===== config.mk =====
export PLATFORM = sky130hd
export DESIGN_NAME = calc_div
export DESIGN_NICKNAME = d
export VERILOG_FILES = /design/src/rtl/calc_div.sv
export SDC_FILE = /design/constraint.sdc
export NUM_CORES = 1
export LEC_CHECK = 0
export CAP_MARGIN = 5
export CORE_UTILIZATION = 50
export CTS_BUF_LIST = sky130_fd_sc_hd__clkbuf_8
export DETAILED_ROUTE_END_ITERATION = 8
export MAX_ROUTING_LAYER = met4
export PLACE_DENSITY = 0.72
export SLEW_MARGIN = 20
export SYNTH_ARGS = -nofsm -noshare
export SYNTH_HDL_FRONTEND = slang
export SYNTH_SLANG_ARGS = --single-unit

===== constraint.sdc =====
create_clock -name clk -period 5.2 [get_ports clk]
set_input_delay 1.04 -clock clk [delete_from_list [all_inputs] [get_ports clk]]
set_output_delay 1.04 -clock clk [all_outputs]
set_load 0.01 [all_outputs]

===== src/rtl/calc_div.sv =====
// calc_div: iterative 16-bit signed/unsigned restoring divider, fixed 17-cycle latency.
//   clk, rst          : clock, synchronous active-high reset
//   A, B, SIGNED      : dividend, divisor, signed mode (sampled on accepted START)
//   START, FLUSH      : request (taken when READY), abort in-flight operation
//   READY, VALID      : idle/accepting, one-cycle result strobe
//   C                 : {remainder, quotient}, held until the next VALID
module calc_div #(
    parameter int WIDTH = 16,
    parameter int CNT_W = 5
) (
    input  logic               clk,
    input  logic               rst,
    input  logic [WIDTH-1:0]   A,
    input  logic [WIDTH-1:0]   B,
    input  logic               SIGNED,
    input  logic               START,
    input  logic               FLUSH,
    output logic               READY,
    output logic               VALID,
    output logic [2*WIDTH-1:0] C
);
    typedef enum logic [1:0] {IDLE, CALC, FIX} state_t;
    state_t           state;
    logic [CNT_W-1:0] cnt;
    logic [WIDTH-1:0] a_raw, b_mag, q;
    logic [WIDTH:0]   r;
    logic             q_neg, r_neg, div0, ovf;
    logic [WIDTH-1:0] a_mag, b_abs, quo, rem;
    logic [WIDTH:0]   r_sh, t;
    logic             ge;
    logic [2*WIDTH-1:0] res;
    always_comb begin
        a_mag = (SIGNED && A[WIDTH-1]) ? -A : A;
        b_abs = (SIGNED && B[WIDTH-1]) ? -B : B;
        // R stays below |B| after each step, so its low WIDTH bits carry everything
        r_sh  = {r[WIDTH-1:0], q[WIDTH-1]};
        t     = r_sh - {1'b0, b_mag};
        ge    = r_sh >= {1'b0, b_mag};
        quo   = q_neg ? -q : q;
        rem   = r_neg ? -r[WIDTH-1:0] : r[WIDTH-1:0];
        res   = div0 ? {a_raw, {WIDTH{1'b1}}}
              : ovf  ? {{WIDTH{1'b0}}, 1'b1, {(WIDTH-1){1'b0}}}
              : {rem, quo};
    end
    assign READY = state == IDLE;
    always_ff @(posedge clk) begin
        if (rst) begin
            state <= IDLE;
            cnt   <= '0;
            a_raw <= '0;
            b_mag <= '0;
            q     <= '0;
            r     <= '0;
            q_neg <= 1'b0;
            r_neg <= 1'b0;
            div0  <= 1'b0;
            ovf   <= 1'b0;
            VALID <= 1'b0;
            C     <= '0;
        end else begin
            VALID <= 1'b0;
            case (state)
                IDLE: if (START && !FLUSH) begin
                    a_raw <= A;
                    b_mag <= b_abs;
                    q     <= a_mag;
                    r     <= '0;
                    cnt   <= '0;
                    q_neg <= SIGNED & (A[WIDTH-1] ^ B[WIDTH-1]);
                    r_neg <= SIGNED & A[WIDTH-1];
                    div0  <= B == '0;
                    ovf   <= SIGNED & (A == {1'b1, {(WIDTH-1){1'b0}}}) & (B == {WIDTH{1'b1}});
                    state <= CALC;
                end
                CALC: begin
                    r     <= ge ? t : r_sh;
                    q     <= {q[WIDTH-2:0], ge};
                    cnt   <= cnt + 1'b1;
                    state <= FLUSH ? IDLE : (cnt == CNT_W'(WIDTH - 1)) ? FIX : CALC;
                end
                FIX: begin
                    if (!FLUSH) begin
                        C     <= res;
                        VALID <= 1'b1;
                    end
                    state <= IDLE;
                end
                default: state <= IDLE;
            endcase
        end
    end
endmodule


==> run_summary.xml, run 1 <==
<?xml version="1.0" encoding="UTF-8"?>
<metrics>
  <group name="outcome">
    <metric name="status" unit="">completed</metric>
  </group>
  <group name="routing">
    <metric name="iteration_count_of_the_initial_detailed_routing_pass" unit="">5</metric>
    <metric name="detail_route.wl_per_cell" unit="µm">17.3</metric>
    <metric name="drtAntennaViolNets" unit="">0</metric>
    <metric name="detail_route.drc_violations" unit="">0</metric>
    <metric name="dr.first_iter.drc_count" unit="">497</metric>
    <metric name="vias" unit="">5959</metric>
    <metric name="route.final.wire_length" unit="mm">17.1</metric>
    <metric name="viasPerCell" unit="">6.02</metric>
  </group>
  <group name="global_route">
    <metric name="grt_max_degree" unit="">63</metric>
    <metric name="global_route.usage.total" unit="%">28.6</metric>
    <metric name="first_global_vias" unit="">5493</metric>
    <metric name="number_of_antenna_violations_at_the_first_check_in_global_routing" unit="">0</metric>
    <metric name="global_route_wire_length_before_repair" unit="mm">27.7</metric>
    <metric name="grt-ovfl-total" unit="">0</metric>
  </group>
  <group name="floorplanning">
    <metric name="floorplan.initialDensity" unit="%">51.4</metric>
    <metric name="die_height" unit="µm">113</metric>
    <metric name="core_area" unit="µm²">12000</metric>
    <metric name="ioPinCount" unit="">71</metric>
    <metric name="die_x" unit="µm">113</metric>
    <metric name="die_area" unit="µm²">12800</metric>
    <metric name="placement_rows" unit="">40</metric>
  </group>
  <group name="place">
    <metric name="place.detailed.hpwl" unit="mm">12.9</metric>
    <metric name="io_buffers" unit="">70</metric>
    <metric name="global_placer_s_final_weighted_congestion" unit="">0.931</metric>
  </group>
  <group name="sta">
    <metric name="setup_viol_count_final" unit="">0</metric>
    <metric name="slew_headroom" unit="%">35.3</metric>
    <metric name="max_slew.worst_pin.slew" unit="ps">968</metric>
    <metric name="min_period_over_period" unit="%">62.1</metric>
    <metric name="fin_hold_ws" unit="ps">464</metric>
    <metric name="finalSetupTns" unit="ps">0</metric>
    <metric name="drv_slew" unit="">0</metric>
    <metric name="timing.fmax" unit="MHz">309</metric>
    <metric name="final-hold-violation-count" unit="">0</metric>
    <metric name="grt_setup_unrepaired" unit="">no</metric>
    <metric name="clock-skew-final" unit="ps">8.48</metric>
    <metric name="period_minus_slack" unit="ps">3230</metric>
  </group>
  <group name="cts">
    <metric name="cts_setup_buffers" unit="">0</metric>
    <metric name="inserted_clock_buffers" unit="">9</metric>
    <metric name="holdBufCountCts" unit="">0</metric>
    <metric name="cts_sinks" unit="">108</metric>
    <metric name="post_cts.resized_instances" unit="">0</metric>
    <metric name="tritoncts" unit="">built</metric>
    <metric name="cts_max_level" unit="">3</metric>
    <metric name="cts_root_buffer" unit="">clkbuf_8</metric>
    <metric name="clk_latency" unit="ps">390</metric>
    <metric name="clk_pin_slew" unit="ps">100</metric>
    <metric name="max-clock-path-buffers" unit="">2</metric>
  </group>
  <group name="synth">
    <metric name="synth.lib_cells_used.distinct" unit="">54</metric>
    <metric name="synth-seq-cells" unit="">108</metric>
    <metric name="seq_area_frac_synth" unit="%">35.1</metric>
    <metric name="syn-num-nets" unit="">856</metric>
    <metric name="number_of_enable_type_register_cells_in_the_synthesized_netlist" unit="">0</metric>
    <metric name="syn_inst" unit="">795</metric>
    <metric name="synth-warning-count" unit="">0</metric>
    <metric name="avgSynthCellArea" unit="µm²">7.76</metric>
    <metric name="ys_async_sr_fraction" unit="%">0</metric>
    <metric name="synthesis.area" unit="µm²">6170</metric>
    <metric name="synth_top_flop_cell" unit="">dfxtp_1</metric>
  </group>
  <group name="layout">
    <metric name="synthToLayoutAreaGrowth" unit="%">16.0</metric>
    <metric name="drive_gt1_share" unit="%">4.03</metric>
    <metric name="finalCoreUtilization" unit="%">59.6</metric>
    <metric name="num-nets-final" unit="">899</metric>
    <metric name="antennaDiodeCount" unit="">0</metric>
  </group>
  <group name="critical_path">
    <metric name="setup.worst_path.class" unit="">in -&gt; reg</metric>
    <metric name="critical_path_peak_fanout" unit="">5</metric>
    <metric name="worst-endpoint-required" unit="ps">5520</metric>
    <metric name="timing.critical_path.to_type" unit="">flip-flop</metric>
    <metric name="reg2reg_slack" unit="ps">2210</metric>
    <metric name="worst_ep_arrival_time" unit="ps">3550</metric>
    <metric name="worst_setup_path_start_kind" unit="">primary input</metric>
  </group>
  <group name="flow_run">
    <metric name="count_of_maximum_capacitance_violations" unit="">0</metric>
  </group>
  <group name="min_path">
    <metric name="min-delay-path-class" unit="">reg -&gt; reg</metric>
  </group>
  <group name="power">
    <metric name="p_leak" unit="nW">2.60</metric>
    <metric name="max-vdd-ir-drop" unit="mV">0.118</metric>
    <metric name="power.density" unit="nW/µm²">270</metric>
  </group>
</metrics>
[registers in the layout, indices dropped and copies added, names as in the netlist]
register  count
cnt           5
ovf           1
q            16
VALID         1
q_neg         1
b_mag        16
C            32
state         2
div0          1
r            16
r_neg         1
a_raw        16
[synth_stat cells, types with 23 or more instances]
library cell	number	area, µm²
nor2_1	85	319
clkbuf_1	42	158
xor2_1	24	210
a21oi_1	64	320
xnor2_1	39	342
ha_1	23	288
nand3_1	30	150
nand2_1	95	357
inv_1	33	124
o21ai_0	40	200
dfxtp_1	108	2160
nor3_1	28	140
[where the power goes]
part | switching (mW) | internal, mW | leakage [nW]
clock | 0.298 | 0.251 | 0.108
combinational | 0.296 | 0.192 | 1.62
sequential | 0.0391 | 0.858 | 0.877
[cells by family after synthesis]
logic type | synth area share, %
muxes | 0.325
adders and majority gates | 4.99
DFF | 35.1
AOI/OAI and AO/OA | 24.1
buffers and inverters | 4.75
xor gates and xnor gates | 8.95
and+or+nand+nor | 21.8
[layout make-up]
class	instances	area [µm²]
fillers	1125	4850
multi-input cells	609	3730
flip-flops and latches	108	2160
repair buffers	76	744
well taps	147	184
clock buffers	11	151
inverters	34	128
clock inverters	5	58.8
[cells in the final DEF, fill, tap and decap left out, drive strengths merged, types with 8 or more instances in the layout]
master,count
a211oi,20
a21oi,64
a221oi,15
a22oi,13
a32oi,8
clkbuf,11
clkdlybuf4s50,69
dfxtp,108
ha,23
inv,36
nand2,95
nand3,30
nand4,9
nor2,85
nor3,28
o21a,10
o21ai,41
o31ai,13
or3,11
xnor2,39
xor2,24
[worst paths after layout]
| kind | startpoint | end | cells after the start |
|---|---|---|---|
| min reg2reg | a_raw[9]$_SDFFE_PP0P_ | a_raw[9]$_SDFFE_PP0P_ | 2 |
| min | a_raw[9]$_SDFFE_PP0P_ | a_raw[9]$_SDFFE_PP0P_ | 2 |
| max reg2reg | b_mag[1]$_SDFFE_PP0P_ | r[4]$_SDFFE_PP0P_ | 9 |
| max | B[0] | b_mag[14]$_SDFFE_PP0P_ | 9 |
[layer usage]
metal	share of wire [%]	vias to the layer above	global-route usage (%)
met3	6.8	31	6.00
met1	47	2790	37.1
met5	0	-	-
li1	-	2933	-
met2	44	205	43.9
met4	2.3	0	10.5
[worst max-delay path: stages]
cell             delay (ps)
clkdlybuf4s50_1         480
inv_1                    90
ha_1                    170
nor3b_1                 430
nand3b_1                150
nor4_1                  550
a21oi_1                 220
xnor2_1                 190
a211oi_1                220
[per-stage QoR]
stage | total power, mW | setup WS, ps | cells | area (µm²)
3_5_place_dp | 1.39 | 1610 | 973 | 6930
2_1_floorplan | 1.25 | 2460 | 795 | 6170
5_1_grt | 2.03 | 1780 | 990 | 7160
6_report | 1.93 | 1970 | 990 | 7160
3_3_place_gp | 1.39 | 1830 | 973 | 6930
4_1_cts | 1.94 | 1970 | 989 | 7140
Power figures use the tool's default switching activity.
==> run 2: changes to the inputs <==
clock period = 3.2 ns   (was 5.2 ns; I/O delays follow)
==> run_summary.xml, run 2 (synthesis gave the netlist of run 1 again) <==
<?xml version="1.0" encoding="UTF-8"?>
<metrics>
  <group name="global_route">
    <metric name="grt_max_degree" unit="">42</metric>
    <metric name="global_route.usage.total" unit="%">28.3</metric>
    <metric name="grt-ovfl-total" unit="">0</metric>
    <metric name="number_of_antenna_violations_at_the_first_check_in_global_routing" unit="">0</metric>
    <metric name="global_route_wire_length_before_repair" unit="mm">28.0</metric>
    <metric name="first_global_vias" unit="">5485</metric>
  </group>
  <group name="routing">
    <metric name="detail_route.drc_violations" unit="">0</metric>
    <metric name="route.final.wire_length" unit="mm">17.1</metric>
    <metric name="dr.first_iter.drc_count" unit="">574</metric>
    <metric name="vias" unit="">6045</metric>
    <metric name="detail_route.wl_per_cell" unit="µm">17.1</metric>
    <metric name="viasPerCell" unit="">6.05</metric>
    <metric name="iteration_count_of_the_initial_detailed_routing_pass" unit="">5</metric>
    <metric name="drtAntennaViolNets" unit="">0</metric>
  </group>
  <group name="floorplanning">
    <metric name="die_area" unit="µm²">12800</metric>
    <metric name="core_area" unit="µm²">12000</metric>
    <metric name="die_height" unit="µm">113</metric>
    <metric name="placement_rows" unit="">40</metric>
    <metric name="die_x" unit="µm">113</metric>
    <metric name="ioPinCount" unit="">71</metric>
    <metric name="floorplan.initialDensity" unit="%">51.4</metric>
  </group>
  <group name="cts">
    <metric name="max-clock-path-buffers" unit="">2</metric>
    <metric name="post_cts.resized_instances" unit="">0</metric>
    <metric name="cts_sinks" unit="">108</metric>
    <metric name="inserted_clock_buffers" unit="">9</metric>
    <metric name="cts_root_buffer" unit="">clkbuf_8</metric>
    <metric name="holdBufCountCts" unit="">0</metric>
    <metric name="tritoncts" unit="">built</metric>
    <metric name="cts_setup_buffers" unit="">0</metric>
    <metric name="clk_pin_slew" unit="ps">100</metric>
    <metric name="cts_max_level" unit="">3</metric>
    <metric name="clk_latency" unit="ps">380</metric>
  </group>
  <group name="place">
    <metric name="global_placer_s_final_weighted_congestion" unit="">0.900</metric>
    <metric name="place.detailed.hpwl" unit="mm">13.1</metric>
    <metric name="dp_cells" unit="">985</metric>
    <metric name="io_buffers" unit="">70</metric>
    <metric name="placed_area" unit="µm²">7020</metric>
  </group>
  <group name="sta">
    <metric name="drv_slew" unit="">0</metric>
    <metric name="max_slew.worst_pin.slew" unit="ps">992</metric>
    <metric name="setup_viol_count_final" unit="">0</metric>
    <metric name="period_minus_slack" unit="ps">2770</metric>
    <metric name="min_period_over_period" unit="%">86.6</metric>
    <metric name="timing.fmax" unit="MHz">361</metric>
    <metric name="final-hold-violation-count" unit="">0</metric>
    <metric name="clock-skew-final" unit="ps">13.9</metric>
    <metric name="fin_hold_ws" unit="ps">466</metric>
    <metric name="slew_headroom" unit="%">33.6</metric>
    <metric name="finalSetupTns" unit="ps">0</metric>
    <metric name="grt_setup_unrepaired" unit="">no</metric>
  </group>
  <group name="flow_run">
    <metric name="count_of_maximum_capacitance_violations" unit="">0</metric>
  </group>
  <group name="power">
    <metric name="power.density" unit="nW/µm²">424</metric>
    <metric name="p_leak" unit="nW">2.64</metric>
    <metric name="design_power_total" unit="mW">3.05</metric>
    <metric name="max-vdd-ir-drop" unit="mV">0.182</metric>
  </group>
  <group name="layout">
    <metric name="drive_gt1_share" unit="%">4.81</metric>
    <metric name="num-nets-final" unit="">910</metric>
    <metric name="synthToLayoutAreaGrowth" unit="%">16.7</metric>
    <metric name="most-common-layout-cells" unit="">dfxtp_1, nand2_1, nor2_1, clkdlybuf4s50_1, a21oi_1</metric>
    <metric name="antennaDiodeCount" unit="">0</metric>
    <metric name="largest_register_ffs" unit="">32</metric>
    <metric name="final_design_area_no_fill" unit="µm²">7200</metric>
    <metric name="largest_register" unit="">C</metric>
    <metric name="finalNonFillerCells" unit="">1000</metric>
    <metric name="most_common_library_cell_in_the_layout_ignoring_fill_and_taps" unit="">dfxtp_1</metric>
  </group>
  <group name="critical_path">
    <metric name="reg2reg_slack" unit="ps">470</metric>
    <metric name="cp.buffers_inverters" unit="">2</metric>
    <metric name="path_length_in_cells_of_the_critical_path" unit="">9</metric>
    <metric name="crit_end" unit="">b_mag[12]$_SDFFE_PP0P_</metric>
    <metric name="critical_path.reg2reg.endpoint" unit="">r[4]$_SDFFE_PP0P_</metric>
    <metric name="critical_path_peak_fanout" unit="">5</metric>
    <metric name="crit_slowest_cell" unit="">nor4_1</metric>
    <metric name="cp-startpoint" unit="">B[0]</metric>
    <metric name="timing.critical_path.to_type" unit="">flip-flop</metric>
    <metric name="worst_setup_path_start_kind" unit="">primary input</metric>
    <metric name="max_stage_delay" unit="ps">550</metric>
    <metric name="worstReg2RegStart" unit="">r[6]$_SDFFE_PP0P_</metric>
    <metric name="worst_path_dominant_cell_family" unit="">simple AND/OR/NAND/NOR gates</metric>
    <metric name="setup.worst_path.class" unit="">in -&gt; reg</metric>
    <metric name="worst_ep_arrival_time" unit="ps">3060</metric>
    <metric name="timing.reg2reg.worst_path_depth" unit="">7</metric>
    <metric name="path_cells" unit="">clkdlybuf4s50_1, inv_1, ha_1, nor3b_1, nand3b_1, nor4_1, a21oi_1, xnor2_1, a211oi_1</metric>
    <metric name="worst-endpoint-required" unit="ps">3490</metric>
  </group>
  <group name="min_path">
    <metric name="min-delay-path-class" unit="">reg -&gt; reg</metric>
    <metric name="whs_path_depth" unit="">2</metric>
  </group>
  <group name="outcome">
    <metric name="status" unit="">completed</metric>
  </group>
</metrics>
## run 2: worst min-delay path by stage
stage,from,to,slack [ps]
floorplan,b_mag[15]$_SDFFE_PP0P_,b_mag[15]$_SDFFE_PP0P_,430
global placement,a_raw[11]$_SDFFE_PP0P_,a_raw[11]$_SDFFE_PP0P_,450
detailed placement,a_raw[15]$_SDFFE_PP0P_,a_raw[15]$_SDFFE_PP0P_,450
CTS,a_raw[15]$_SDFFE_PP0P_,a_raw[15]$_SDFFE_PP0P_,470
global route,a_raw[12]$_SDFFE_PP0P_,a_raw[12]$_SDFFE_PP0P_,480
finish,a_raw[15]$_SDFFE_PP0P_,a_raw[15]$_SDFFE_PP0P_,470
## run 2: final cells by class
cell class	instances	area, µm²
Sequential cell	108	2160
Tap cell	147	184
Clock inverter	5	38.8
Clock buffer	10	138
Multi-Input combinational cell	609	3720
Timing Repair Buffer	87	823
Inverter	34	128
Fill cell	1158	4820
## run 2: through the flow
| stage | worst slack [ps] | utilization [%] |
|---|---|---|
| 5_1_grt | 249 | 59.9 |
| 6_report | 429 | 59.9 |
| 3_3_place_gp | 283 | 58.4 |
| 3_5_place_dp | 122 | 58.4 |
| 2_1_floorplan | 861 | - |
| 4_1_cts | 480 | 59.9 |
## run 2: where the power goes
group	total (mW)	switching [mW]	internal, mW
clock	0.785	0.480	0.305
sequential	1.45	0.0606	1.39
combinational	0.815	0.483	0.331
total	3.05	1.02	2.03
## run 2: metal layers
layer | global-route usage, % | wire length, µm
met1 | 38.4 | 8080
met2 | 44.0 | 7890
met3 | 4.55 | 877
met4 | 7.46 | 286
met5 | - | 0
## run 2: worst reg2reg max path, stage by stage, from the launching register on
cell and delay (ps):
dfxtp_1 430, ha_1 430, and3_1 240, a21boi_0 390, o21ai_0 240, o21a_1 330
or4_1 540, nand3_1 70
==> run 3: changes to the inputs <==
CORE_ASPECT_RATIO = 1.2   (was unset)
MAX_ROUTING_LAYER = unset   (was met4)
==> run_summary.xml, run 3 (synthesis gave the netlist of run 1 again) <==
<?xml version="1.0" encoding="UTF-8"?>
<metrics>
  <group name="sta">
    <metric name="min_period_over_period" unit="%">82.6</metric>
    <metric name="timing.fmax" unit="MHz">379</metric>
    <metric name="fin_hold_ws" unit="ps">462</metric>
    <metric name="finalSetupTns" unit="ps">0</metric>
    <metric name="drv_slew" unit="">0</metric>
    <metric name="final-hold-violation-count" unit="">0</metric>
    <metric name="slew_headroom" unit="%">29.1</metric>
    <metric name="clock-skew-final" unit="ps">10.4</metric>
    <metric name="max_slew.worst_pin.slew" unit="ps">1060</metric>
    <metric name="grt_setup_unrepaired" unit="">no</metric>
    <metric name="post-route-worst-setup-slack" unit="ps">558</metric>
    <metric name="period_minus_slack" unit="ps">2640</metric>
    <metric name="setup_viol_count_final" unit="">0</metric>
  </group>
  <group name="critical_path">
    <metric name="worst_ep_arrival_time" unit="ps">2970</metric>
    <metric name="reg2reg_slack" unit="ps">560</metric>
    <metric name="setup.worst_path.class" unit="">reg -&gt; reg</metric>
    <metric name="worstReg2RegStart" unit="">b_mag[1]$_SDFFE_PP0P_</metric>
    <metric name="critical_path.reg2reg.endpoint" unit="">r[4]$_SDFFE_PP0P_</metric>
    <metric name="worst_setup_path_start_kind" unit="">flip-flop</metric>
    <metric name="path_cells" unit="">inv_1, ha_1, nor2b_1, o2111ai_1, a21boi_0, o21ai_0, o21a_1, or4_1, nand3_1</metric>
    <metric name="timing.reg2reg.worst_path_depth" unit="">9</metric>
    <metric name="worst-endpoint-required" unit="ps">3530</metric>
    <metric name="timing.critical_path.to_type" unit="">flip-flop</metric>
    <metric name="cp-startpoint" unit="">b_mag[1]$_SDFFE_PP0P_</metric>
    <metric name="crit_end" unit="">r[4]$_SDFFE_PP0P_</metric>
    <metric name="crit_slowest_cell" unit="">or4_1</metric>
    <metric name="max_stage_delay" unit="ps">540</metric>
    <metric name="critical_path_peak_fanout" unit="">8</metric>
  </group>
  <group name="floorplanning">
    <metric name="ioPinCount" unit="">71</metric>
    <metric name="placement_rows" unit="">44</metric>
    <metric name="die_area" unit="µm²">12800</metric>
    <metric name="die_x" unit="µm">103</metric>
    <metric name="floorplan.initialDensity" unit="%">51.2</metric>
    <metric name="core_area" unit="µm²">12100</metric>
    <metric name="die_height" unit="µm">124</metric>
  </group>
  <group name="layout">
    <metric name="largest_register_ffs" unit="">32</metric>
    <metric name="largest_register" unit="">C</metric>
    <metric name="synthToLayoutAreaGrowth" unit="%">18.4</metric>
    <metric name="most-common-layout-cells" unit="">dfxtp_1, nand2_1, nor2_1, clkdlybuf4s50_1, a21oi_1</metric>
    <metric name="nFillCells" unit="">1070</metric>
    <metric name="seq_area" unit="µm²">2160</metric>
    <metric name="total_area_of_multi_input_combinational_cells" unit="µm²">3720</metric>
    <metric name="num-nets-final" unit="">911</metric>
    <metric name="most_common_library_cell_in_the_layout_ignoring_fill_and_taps" unit="">dfxtp_1</metric>
    <metric name="drive_gt1_share" unit="%">5.15</metric>
    <metric name="antennaDiodeCount" unit="">0</metric>
  </group>
  <group name="cts">
    <metric name="clk_pin_slew" unit="ps">100</metric>
    <metric name="max-clock-path-buffers" unit="">2</metric>
    <metric name="cts_sinks" unit="">108</metric>
    <metric name="tritoncts" unit="">built</metric>
    <metric name="cts_max_level" unit="">3</metric>
    <metric name="clk_latency" unit="ps">380</metric>
    <metric name="post_cts.resized_instances" unit="">0</metric>
    <metric name="cts_root_buffer" unit="">clkbuf_8</metric>
    <metric name="holdBufCountCts" unit="">0</metric>
    <metric name="inserted_clock_buffers" unit="">9</metric>
    <metric name="cts_setup_buffers" unit="">0</metric>
  </group>
  <group name="power">
    <metric name="p_leak" unit="nW">2.68</metric>
    <metric name="max-vdd-ir-drop" unit="mV">0.296</metric>
    <metric name="power.density" unit="nW/µm²">446</metric>
    <metric name="switching_pwr" unit="µW">993</metric>
    <metric name="design_power_total" unit="mW">3.26</metric>
    <metric name="power_frac_clock" unit="%">30.9</metric>
    <metric name="pwr-share-comb" unit="%">24.5</metric>
    <metric name="power.share.switching" unit="%">30.5</metric>
    <metric name="pwr-share-seq" unit="%">44.5</metric>
    <metric name="internal-power" unit="mW">2.27</metric>
  </group>
  <group name="place">
    <metric name="global_placer_s_final_weighted_congestion" unit="">0.944</metric>
    <metric name="place.detailed.hpwl" unit="mm">12.5</metric>
    <metric name="io_buffers" unit="">70</metric>
    <metric name="preCtsSetupSlack" unit="ps">315</metric>
  </group>
  <group name="min_path">
    <metric name="whs_path_depth" unit="">2</metric>
    <metric name="min-delay-path-class" unit="">reg -&gt; reg</metric>
  </group>
  <group name="global_route">
    <metric name="global_route_wire_length_before_repair" unit="mm">27.1</metric>
    <metric name="grt_max_degree" unit="">61</metric>
    <metric name="number_of_antenna_violations_at_the_first_check_in_global_routing" unit="">0</metric>
    <metric name="first_global_vias" unit="">5537</metric>
    <metric name="global_route.usage.total" unit="%">27.6</metric>
    <metric name="grt-ovfl-total" unit="">0</metric>
  </group>
  <group name="routing">
    <metric name="iteration_count_of_the_initial_detailed_routing_pass" unit="">5</metric>
    <metric name="viasPerCell" unit="">5.89</metric>
    <metric name="drtAntennaViolNets" unit="">0</metric>
    <metric name="detail_route.drc_violations" unit="">0</metric>
    <metric name="vias" unit="">5985</metric>
    <metric name="dr.first_iter.drc_count" unit="">330</metric>
    <metric name="detail_route.wl_per_cell" unit="µm">16.1</metric>
    <metric name="route.final.wire_length" unit="mm">16.4</metric>
  </group>
  <group name="outcome">
    <metric name="status" unit="">completed</metric>
  </group>
  <group name="flow_run">
    <metric name="count_of_maximum_capacitance_violations" unit="">0</metric>
  </group>
</metrics>
run 3: changes by cell type in the layout (fill, tap and decap cells not counted):
cell / delta
buf_12: +1
inv_6: -1
inv_1: -1
clkinv_4: -2
clkinv_2: +1
bufinv_16: +3
clkinvlp_4: +1
run 3: final cells by class:
class                      count  area share, %
sequential                   108           29.6
clock buffer                  10           1.88
inverter                      34           1.75
multi-input combinational    609           51.0
clock inverter                 6           1.52
timing repair buffer          88           11.5
tap                          161           2.76
run 3: through the flow:
step           instance area (µm²)  util [%]  cells
5_1_grt                       7310      60.6   1016
2_1_floorplan                 6170         -    795
4_1_cts                       7310      60.6   1016
3_5_place_dp                  7060      58.5   1000
3_3_place_gp                  7050      58.5   1000
6_report                      7310      60.6   1016
run 3: layer usage:
| layer | share of wire, % | global-route usage, % | vias up |
|---|---|---|---|
| met2 | 51 | 48.7 | 200 |
| met3 | 5.1 | 3.42 | 45 |
| met4 | 4.3 | 14.5 | 0 |
| met1 | 40 | 32.3 | 2772 |
| met5 | 0 | 0 | - |
| li1 | - | - | 2968 |
run 3: how the worst min path moves through the flow:
| stage | start | end | slack (ps) |
|---|---|---|---|
| 2_1_floorplan | b_mag[15]$_SDFFE_PP0P_ | b_mag[15]$_SDFFE_PP0P_ | 430 |
| 3_3_place_gp | b_mag[15]$_SDFFE_PP0P_ | b_mag[15]$_SDFFE_PP0P_ | 440 |
| 3_5_place_dp | a_raw[15]$_SDFFE_PP0P_ | a_raw[15]$_SDFFE_PP0P_ | 450 |
| 4_1_cts | b_mag[15]$_SDFFE_PP0P_ | b_mag[15]$_SDFFE_PP0P_ | 460 |
| 5_1_grt | b_mag[15]$_SDFFE_PP0P_ | b_mag[15]$_SDFFE_PP0P_ | 490 |
| 6_report | b_mag[15]$_SDFFE_PP0P_ | b_mag[15]$_SDFFE_PP0P_ | 460 |
run 3: worst max-delay path: cells and delay by family (launching register included):
kind            cells  cell delay [ps]
flops               1              340
buf+inv             1               80
simple gates        3              790
fa+ha+maj           1              300
compound gates      4             1070
run 3: power by group through the flow:
| stage | clock network (mW) | registers, mW | logic (mW) |
|---|---|---|---|
| after floorplan | 0 | 1.46 | 0.562 |
| after global placement | 0 | 1.48 | 0.772 |
| after detailed placement | 0 | 1.48 | 0.787 |
| after CTS | 1.02 | 1.45 | 0.791 |
| after global routing | 1.08 | 1.46 | 0.888 |
| final | 1.01 | 1.45 | 0.800 |
